**src/rtl/cpu_pkg.sv**
```systemverilog
// rtl/cpu_pkg.sv - shared constants for the pipelined MIPS core
package cpu_pkg;

   localparam int          WORD_W       = 32;
   localparam logic [31:0] RESET_PC_DEF = 32'h0000_3000;
   localparam logic [31:0] NOP_INSTR    = 32'h0000_0000;
   localparam int          IM_AW_DEF    = 10;

endpackage

```
**src/rtl/pc_reg.sv**
```systemverilog
// rtl/pc_reg.sv - program counter register with synchronous reset and load enable
module pc_reg
   import cpu_pkg::*;
#(
   parameter logic [WORD_W-1:0] RESET_VAL = RESET_PC_DEF
) (
   input  logic              clk,
   input  logic              reset,
   input  logic              en,
   input  logic [WORD_W-1:0] d,
   output logic [WORD_W-1:0] q
);

   // Reset to the fetch base; otherwise load the next PC unless frozen
   always_ff @(posedge clk) begin
      if (reset) begin
         q <= RESET_VAL;
      end else if (en) begin
         q <= d;
      end
   end

endmodule

```
**src/rtl/if_stage.sv**
```systemverilog
// rtl/if_stage.sv - instruction fetch stage and IF/ID register (optional fetch check: IF_PC_CHECK_EN)
module if_stage
   import cpu_pkg::*;
#(
   parameter logic [WORD_W-1:0] RESET_PC = RESET_PC_DEF,
   parameter int                IM_AW    = IM_AW_DEF
) (
   input  logic              clk,
   input  logic              reset,
   input  logic [WORD_W-1:0] npc,
   input  logic              stall,
   input  logic              flush,
   input  logic [WORD_W-1:0] instr_F,
   output logic [WORD_W-1:0] pc_F,
   output logic [WORD_W-1:0] pc_plus_4_F,
   output logic [IM_AW-1:0]  im_addr,
   output logic [WORD_W-1:0] instr_D,
   output logic [WORD_W-1:0] pc_D,
   output logic [WORD_W-1:0] pc_plus_4_D,
   output logic              valid_D,
   output logic              exc_D,
   output logic [WORD_W-1:0] fetch_cnt
);

   logic [WORD_W-1:0] pc_offset;
   logic              fetch_fault;

   pc_reg #(
      .RESET_VAL (RESET_PC)
   ) u_pc_reg (
      .clk   (clk),
      .reset (reset),
      .en    (!stall),
      .d     (npc),
      .q     (pc_F)
   );

   assign pc_plus_4_F = pc_F + 32'd4;

   // Offset from the memory base; a PC below the base wraps to a huge offset,
   // which the range check below treats as out of memory.
   assign pc_offset = pc_F - RESET_PC;
   assign im_addr   = IM_AW'(pc_offset >> 2);

`ifdef IF_PC_CHECK_EN
   assign fetch_fault = (pc_F[1:0] != 2'b00) || ((pc_offset >> (IM_AW + 2)) != '0);
`else
   assign fetch_fault = 1'b0;
`endif

   // IF/ID register: reset > flush > stall > normal capture
   always_ff @(posedge clk) begin
      if (reset) begin
         instr_D     <= NOP_INSTR;
         pc_D        <= '0;
         pc_plus_4_D <= '0;
         valid_D     <= 1'b0;
         exc_D       <= 1'b0;
         fetch_cnt   <= '0;
      end else if (flush) begin
         instr_D     <= NOP_INSTR;
         pc_D        <= '0;
         pc_plus_4_D <= '0;
         valid_D     <= 1'b0;
         exc_D       <= 1'b0;
      end else if (!stall) begin
         instr_D     <= fetch_fault ? NOP_INSTR : instr_F;
         pc_D        <= pc_F;
         pc_plus_4_D <= pc_plus_4_F;
         valid_D     <= 1'b1;
         exc_D       <= fetch_fault;
         fetch_cnt   <= fetch_cnt + 32'd1;
      end
   end

endmodule

```
**config.mk**
```make
export PLATFORM = sky130hd
export DESIGN_NAME = if_stage
export DESIGN_NICKNAME = d
export VERILOG_FILES = /design/src/rtl/cpu_pkg.sv /design/src/rtl/pc_reg.sv /design/src/rtl/if_stage.sv
export SDC_FILE = /design/constraint.sdc
export NUM_CORES = 1
export LEC_CHECK = 0
export BUFFER_PORTS_ARGS = -buffer_cell sky130_fd_sc_hd__buf_4
export CORE_ASPECT_RATIO = 2
export CORE_UTILIZATION = 35
export CTS_CLUSTER_SIZE = 8
export DETAILED_ROUTE_END_ITERATION = 12
export PLACE_DENSITY = 0.66
export SETUP_SLACK_MARGIN = 0.1
export SKIP_LAST_GASP = 1
export SLEW_MARGIN = 20
export SYNTH_ARGS = -nofsm -noshare
export SYNTH_HDL_FRONTEND = slang
export SYNTH_SLANG_ARGS = --single-unit
export TNS_END_PERCENT = 100
```
**constraint.sdc**
```tcl
create_clock -name clk -period 2.7 [get_ports clk]
set_input_delay 0.54 -clock clk [delete_from_list [all_inputs] [get_ports clk]]
set_output_delay 0.54 -clock clk [all_outputs]
set_load 0.01 [all_outputs]
```
* Word-level counts from Yosys, hierarchy flattened
Index checks and enable logic that the tools add are counted.
Widths: inputs -> output; s select.
** Storage, ports and cells
- Output and inout bits :: 204
- Bits of input ports :: 68
- Register bits :: 161
** Cells by class
- Bitwise gates (word level) :: 2
- $add $sub $neg :: 3
- Reduce and logical (&&, ||, !) cells :: 2
** Operators with widths (number)
- $add 32x1->32 const B :: 1
- $add 32x3->32 const B :: 1
- $sub 12x1->12 const B :: 1
- $not 1->1 :: 2
- $reduce_and 2->1 :: 1
- $reduce_or 2->1 :: 1

* Logic depth before layout (Yosys ltp)
Gate-level depths: netlist (run 1).
- Depth after elaboration :: 2
- Depth in mapped cells :: 7
- Depth with buffers taken out :: 5

* By module
A second synthesis (run 1) with hierarchy kept.
** Second synthesis, totals
- Cell total of the unflattened synthesis :: 735
- Area, all modules :: 6927.9 µm²
** By module, submodules not included
- if_stage :: cells an instance 632, times used 1, area an instance 5760.5 µm²
- pc_reg :: cells an instance 103, times used 1, area an instance 1167.4 µm²

* Worst setup path before layout (run 1)
Ideal clock, no wire load.
- Path type :: reg2out
- Start :: register u_pc_reg.q[6]
- End :: output port pc_plus_4_F[25]
- Slack :: 0.180 ns
- Path buffers :: 2
- Arrival time :: 1.980 ns
- Cell stages (with the launch flop) :: 7
- Required time :: 2.160 ns
- Cells stage by stage :: dfxtp_1 clkbuf_2 nand4_1 or4_4 buf_2 nor4_1 or2_2
** On the way
- Word-level cells in the longest chain between the ends :: 1
** RTL lines
- from (decl) :: line pc_reg.sv:11 : output logic [WORD_W-1:0] q
- from (signal assigned) :: line pc_reg.sv:17 : q <= RESET_VAL;
- from (signal assigned) :: line pc_reg.sv:19 : q <= d;
- $add 32x3->32 :: line if_stage.sv:38 : assign pc_plus_4_F = pc_F + 32'd4;
- to (decl) :: line if_stage.sv:15 : output logic [WORD_W-1:0] pc_plus_4_F,
No other way between the ends.

* Worst setup path in the final report (run 1)
- Start :: register u_pc_reg.q[8]
- End :: output port pc_plus_4_F[31]
The elaborated chain is that of the path after synthesis.

==> run summary, run 1 <==
CTS H-tree lvls = 4
sequential share of the synthesized area = 46.7%
Slew Limit Fails = 0
worst-margin pin slew = 1.12 ns
row count = 71
die height = 199 um
first-pass GRT wire length = 32.5 mm
clock root buffer = clkbuf_16
Async S/R FF share, synth = 0%
grt ovf = 0
number of antenna violations at the first check in global routing = 2
PwrDens = 542 nW/um^2
Layout area overhead = 45.9%
Fin Setup TNS = -0.119 ns
commonest non-fill, non-tap cell in the layout = buf_4
Filler cells = 1795
max-capacitance violation count = 0
worst skew pair latency = 0.43 ns
WL final = 22.1 mm
Port Buffers = 270
Worst-path clk slew = 0.07 ns
mapped cell area = 6820 sq um
syn_nets = 807
Power Total = 5.40 mW
Via density = 5.04
die width = 101 um
Synth Area per Inst = 9.25 sq um
Cells after Synth = 737
layout cell share with drive strength beyond 1 = 39.2%
CP max FO = 6
Worst setup SP type = flip-flop
CP endpoint = pc_plus_4_F[31]
Post-synth EDFFs = 0
final hold vios = 0
final core utilization = 52.6%
Pre-antenna DRT Iters = 4
most frequent cells in the layout = buf_4, dfxtp_1, nor2_1
outcome = finished, violations left
WS Path Type = flip-flop to output port
CP Data Required Time = 2.16 ns
synthesized flop and latch total = 159
Fmax achieved = 366 MHz
FF-to-FF Start = fetch_cnt[0]
Setup violations, final = 6
DR vias = 6426
Slew headroom = 25.6%
ys flop type = dfxtp_1
Layout Skew = 0.0102 ns
P_leak = 4.51 nW
initial drt markers = 138
Worst EP arrival = 2.19 ns
Initial Util = 36.0%
Hold WC Path Type = primary input to flip-flop
Total GRT Usage = 21.5%
Distinct cells, synth = 43
failing checks = negative setup slack
TritonCTS Buffers = 17
TritonCTS clock tree = done
Hold-fix buffers, CTS = 0
vias in the first global route = 6037
RD Place Congestion = 0.808
Worst Setup End Kind = output port
Die Area = 20100 sq um
R2R Path End = fetch_cnt[20]
synth warn = 0
critical path startpoint = u_pc_reg.q[8]
largest net degree at the start of global routing = 71
# DRC = 0
IO Pins = 272
wire length per cell = 17.3 um
VDD IR max = 379 uV
Detailed Place HPWL = 16.2 mm
post-layout min period = 2.73 ns
cells on worst reg2reg path = 5
clock buffer depth = 2
RSZ-0062 raised after global routing = yes
core area = 18900 sq um
Period Utilization, post-route = 101%
antenna viol nets, final = 0
R2R Setup Slk = 0.31 ns
layout net count = 1076
fin worst setup slack = -0.0339 ns
Sinks on Clock Net = 159
critical path, stage by stage (launching register included):
cell	delay (ns)
dfxtp_2	0.33
nand4_1	0.15
or4_4	0.61
buf_6	0.16
or3_4	0.33
nand2_2	0.09
buf_6	0.10
report_power, final:
group | total, mW | switching [mW] | internal (mW)
clock | 2.23 | 0.984 | 1.25
sequential | 2.47 | 0.0463 | 2.42
combinational | 0.701 | 0.348 | 0.352
total | 5.40 | 1.38 | 4.02
synth_stat cells (all sizes together) (14+ instances only):
cell type / number / area, sq um
a21oi: 23 / 115
buf: 26 / 159
clkbuf: 44 / 168
dfxtp: 159 / 3180
mux2i: 93 / 931
nand2: 28 / 105
nand3: 17 / 85.1
nand4: 19 / 119
nor2: 114 / 428
nor4: 14 / 87.6
o21ai: 21 / 105
o31ai: 15 / 113
or4: 18 / 139
xnor2: 17 / 149
cell type report:
type	instances	area [sq um]	share of cell area, %
timing repair buffer	320	2460	24.7
inverter	12	45.0	0.453
antenna	3	7.51	0.0754
sequential	159	3200	32.1
clock buffer	18	429	4.31
multi-input combinational	496	3390	34.1
clock inverter	12	98.8	0.993
tap	255	319	3.21
repair_timing:
item,4_1_cts,5_1_grt
setup buffers,5,2
cloned,1,0
gates resized for setup,34,18
pin swaps,10,7
setup endpoints to repair,15,14
cells by family after synthesis:
group,count (synthesis),synth area share [%]
buf+inv,82,5.45
fa+ha+maj,2,0.367
simple gates,276,20.5
other cells,1,0.0550
compound gates,97,9.80
flops,159,46.7
mux,94,13.8
xor+xnor,26,3.34
layer usage:
layer | track usage, % | share of wire, %
met4 | 11.7 | 3.7
met5 | 0 | 0
met2 | 40.9 | 56
met3 | 4.51 | 4.8
met1 | 21.3 | 35
stage by stage:
step | worst slack, ns | hold WS [ns] | std cells | area, sq um
global route | -0.0974 | 0.330 | 1274 | 9950
finish | -0.0339 | 0.340 | 1275 | 9950
floorplan | 0.180 | 0.486 | 737 | 6820
global placement | 0.215 | 0.440 | 1234 | 9170
detailed placement | 0.181 | 0.451 | 1234 | 9170
CTS | -0.0750 | 0.316 | 1270 | 9860
state kept, by name (all words and copies together) (netlist names):
register     flops
u_pc_reg.q      32
pc_D            32
pc_plus_4_D     30
fetch_cnt       32
instr_D         32
valid_D          1
how the worst min path moves through the flow:
stage,end,slack [ns],startpoint,cells after the start
3_5_place_dp,valid_D,0.45,valid_D,1
5_1_grt,u_pc_reg.q[11],0.33,npc[11],3
3_3_place_gp,valid_D,0.44,valid_D,1
4_1_cts,u_pc_reg.q[10],0.32,npc[10],3
6_report,instr_D[31],0.34,instr_F[31],3
2_1_floorplan,pc_plus_4_D[4],0.49,pc_plus_4_D[4],2
Power figures use the tool's default switching activity.
==> run 2, diff against run 1 <==
Settings changed: CTS_CLUSTER_DIAMETER from default to 200, GPL_TIMING_DRIVEN from default to 0.
==> run summary, run 2 (synthesized netlist as in run 1, its figures left out) <==
grt ovf = 0 (unchanged)
fin worst setup slack = -0.145 ns (-0.111 ns)
WS Path Type = flip-flop to output port
post-layout min period = 2.84 ns (+0.111 ns)
most frequent cells in the layout = buf_4, dfxtp_1, nor2_1
layout net count = 1152 (+7.1%)
TritonCTS Buffers = 17 (unchanged)
CP Data Required Time = 2.16 ns (about the same)
Hold WC Path Type = primary input to flip-flop
worst skew pair latency = 0.42 ns (about the same)
Fin Setup TNS = -0.792 ns (-0.673 ns)
max-capacitance violation count = 0 (unchanged)
Period Utilization, post-route = 105% (+4.1 points)
critical path startpoint = u_pc_reg.q[10]
crit path cell chain = clkbuf_8 > nand3_4 > or4_4 > o31a_1 > or2_4 > buf_6
number of antenna violations at the first check in global routing = 0 (-2)
Crit path largest cell delay = 0.62 ns (about the same)
TritonCTS clock tree = done
Worst setup SP type = flip-flop
met2 Use GR = 46.9% (+6.0 points)
Worst-path clk slew = 0.07 ns (about the same)
core area = 18900 sq um (unchanged)
Die Area = 20100 sq um (unchanged)
R2R Setup Slk = 0.35 ns (+0.04 ns)
Worst EP arrival = 2.30 ns (+0.11 ns)
CTS H-tree lvls = 4 (unchanged)
CP max FO = 5 (-1)
DR vias = 6774 (+5.4%)
Fmax achieved = 352 MHz (-3.9%)
VDD IR max = 401 uV (+5.9%)
CP max-delay cell = or4_4
RSZ-0062 raised after global routing = yes
clock buffer depth = 2 (unchanged)
cells on worst reg2reg path = 5 (unchanged)
CP endpoint = pc_plus_4_F[25]
worst-margin pin slew = 0.896 ns (-0.221 ns)
row count = 71 (unchanged)
# DRC = 0 (unchanged)
Hold-fix buffers, CTS = 0 (unchanged)
IO Pins = 272 (unchanged)
layout cell share with drive strength beyond 1 = 43.1% (+3.9 points)
Power Total = 5.64 mW (+4.4%)
placed cell areas = 9160 sq um (-0.16%)
Layout Skew = 0.0101 ns (-0.000150 ns)
failing checks = negative setup slack
initial drt markers = 178 (+29%)
largest net degree at the start of global routing = 17 (-76%)
pre-CTS setup slack = -0.174 ns (-0.355 ns)
Worst Setup End Kind = output port
first-pass GRT wire length = 36.8 mm (+13%)
WL final = 25.0 mm (+13%)
Initial Util = 36.0% (unchanged)
final hold vios = 0 (unchanged)
Slew headroom = 40.3% (+15 points)
Via density = 5.02 (-0.44%)
vias in the first global route = 6632 (+9.9%)
commonest non-fill, non-tap cell in the layout = buf_4
wire length per cell = 18.5 um (+6.9%)
Slew Limit Fails = 0 (unchanged)
antenna viol nets, final = 0 (unchanged)
R2R Path End = fetch_cnt[31]
final core utilization = 57.1% (+4.5 points)
FF-to-FF Start = fetch_cnt[10]
RD Place Congestion = 0.888 (+9.9%)
GRT Max-Usage Layer = met2
Port Buffers = 269 (-0.37%)
P_leak = 4.89 nW (+8.4%)
Setup violations, final = 8 (+2)
die height = 199 um (unchanged)
Total GRT Usage = 24.5% (+3.0 points)
Sinks on Clock Net = 159 (unchanged)
Pre-antenna DRT Iters = 4 (unchanged)
met3 Usage GRT = 5.11% (+0.59 points)
GR Util met1 = 24.0% (+2.7 points)
Ant. Diodes = 0 (-3)
clock root buffer = clkbuf_16
die width = 101 um (unchanged)
PwrDens = 522 nW/um^2 (-3.8%)
outcome = finished, violations left
Layout area overhead = 58.4%
final instance area = 10800 sq um (+8.5%)
Detailed Place HPWL = 18.1 mm (+12%)
## run 2: worst min-delay path by stage
stage | from | to | slack [ns] | cells after the start
floorplan | pc_plus_4_D[4] | pc_plus_4_D[4] | 0.49 | 2
global placement | valid_D | valid_D | 0.44 | 1
detailed placement | valid_D | valid_D | 0.45 | 1
CTS | npc[8] | u_pc_reg.q[8] | 0.33 | 3
global route | npc[10] | u_pc_reg.q[10] | 0.33 | 3
finish | npc[8] | u_pc_reg.q[8] | 0.34 | 3
## run 2: what timing repair did
action	4_1_cts	5_1_grt
setup endpoints to repair	20	21
gates resized for setup	116	55
setup buffers	33	21
cloned	2	1
pin swaps	17	28
## run 2: routing by layer
| metal | up-vias | wire length (um) |
|---|---|---|
| li1 | 3274 | - |
| met1 | 3201 | 8840 |
| met2 | 242 | 14000 |
| met3 | 57 | 1160 |
| met4 | 0 | 1010 |
| met5 | - | 0 |
## run 2: per-stage QoR
stage          std cells  hold WS, ns
5_1_grt             1350        0.334
3_5_place_dp        1261        0.450
2_1_floorplan        737        0.486
4_1_cts             1328        0.327
6_report            1350        0.344
3_3_place_gp        1261        0.438
## run 2: final cells by class
class | count | area (sq um)
repair buffers | 326 | 2550
clock buffers | 22 | 464
clock inverters | 10 | 113
flip-flops and latches | 159 | 3260
fillers | 1721 | 8120
multi-input cells | 496 | 3610
well taps | 255 | 319
plain buffers | 70 | 442
inverters | 12 | 45.0
## run 2: critical path: cells and delay by family, from the launching register on
family	cells	cell delay (ns)
and+or+nand+nor	3	0.95
AOI/OAI and AO/OA	1	0.33
DFF	1	0.34
buffers and inverters	2	0.26
## run 2: power by group
group | internal [mW] | switching, mW | total, mW
combinational | 0.394 | 0.360 | 0.753
clock | 1.41 | 0.982 | 2.39
sequential | 2.41 | 0.0784 | 2.49
total | 4.22 | 1.42 | 5.64
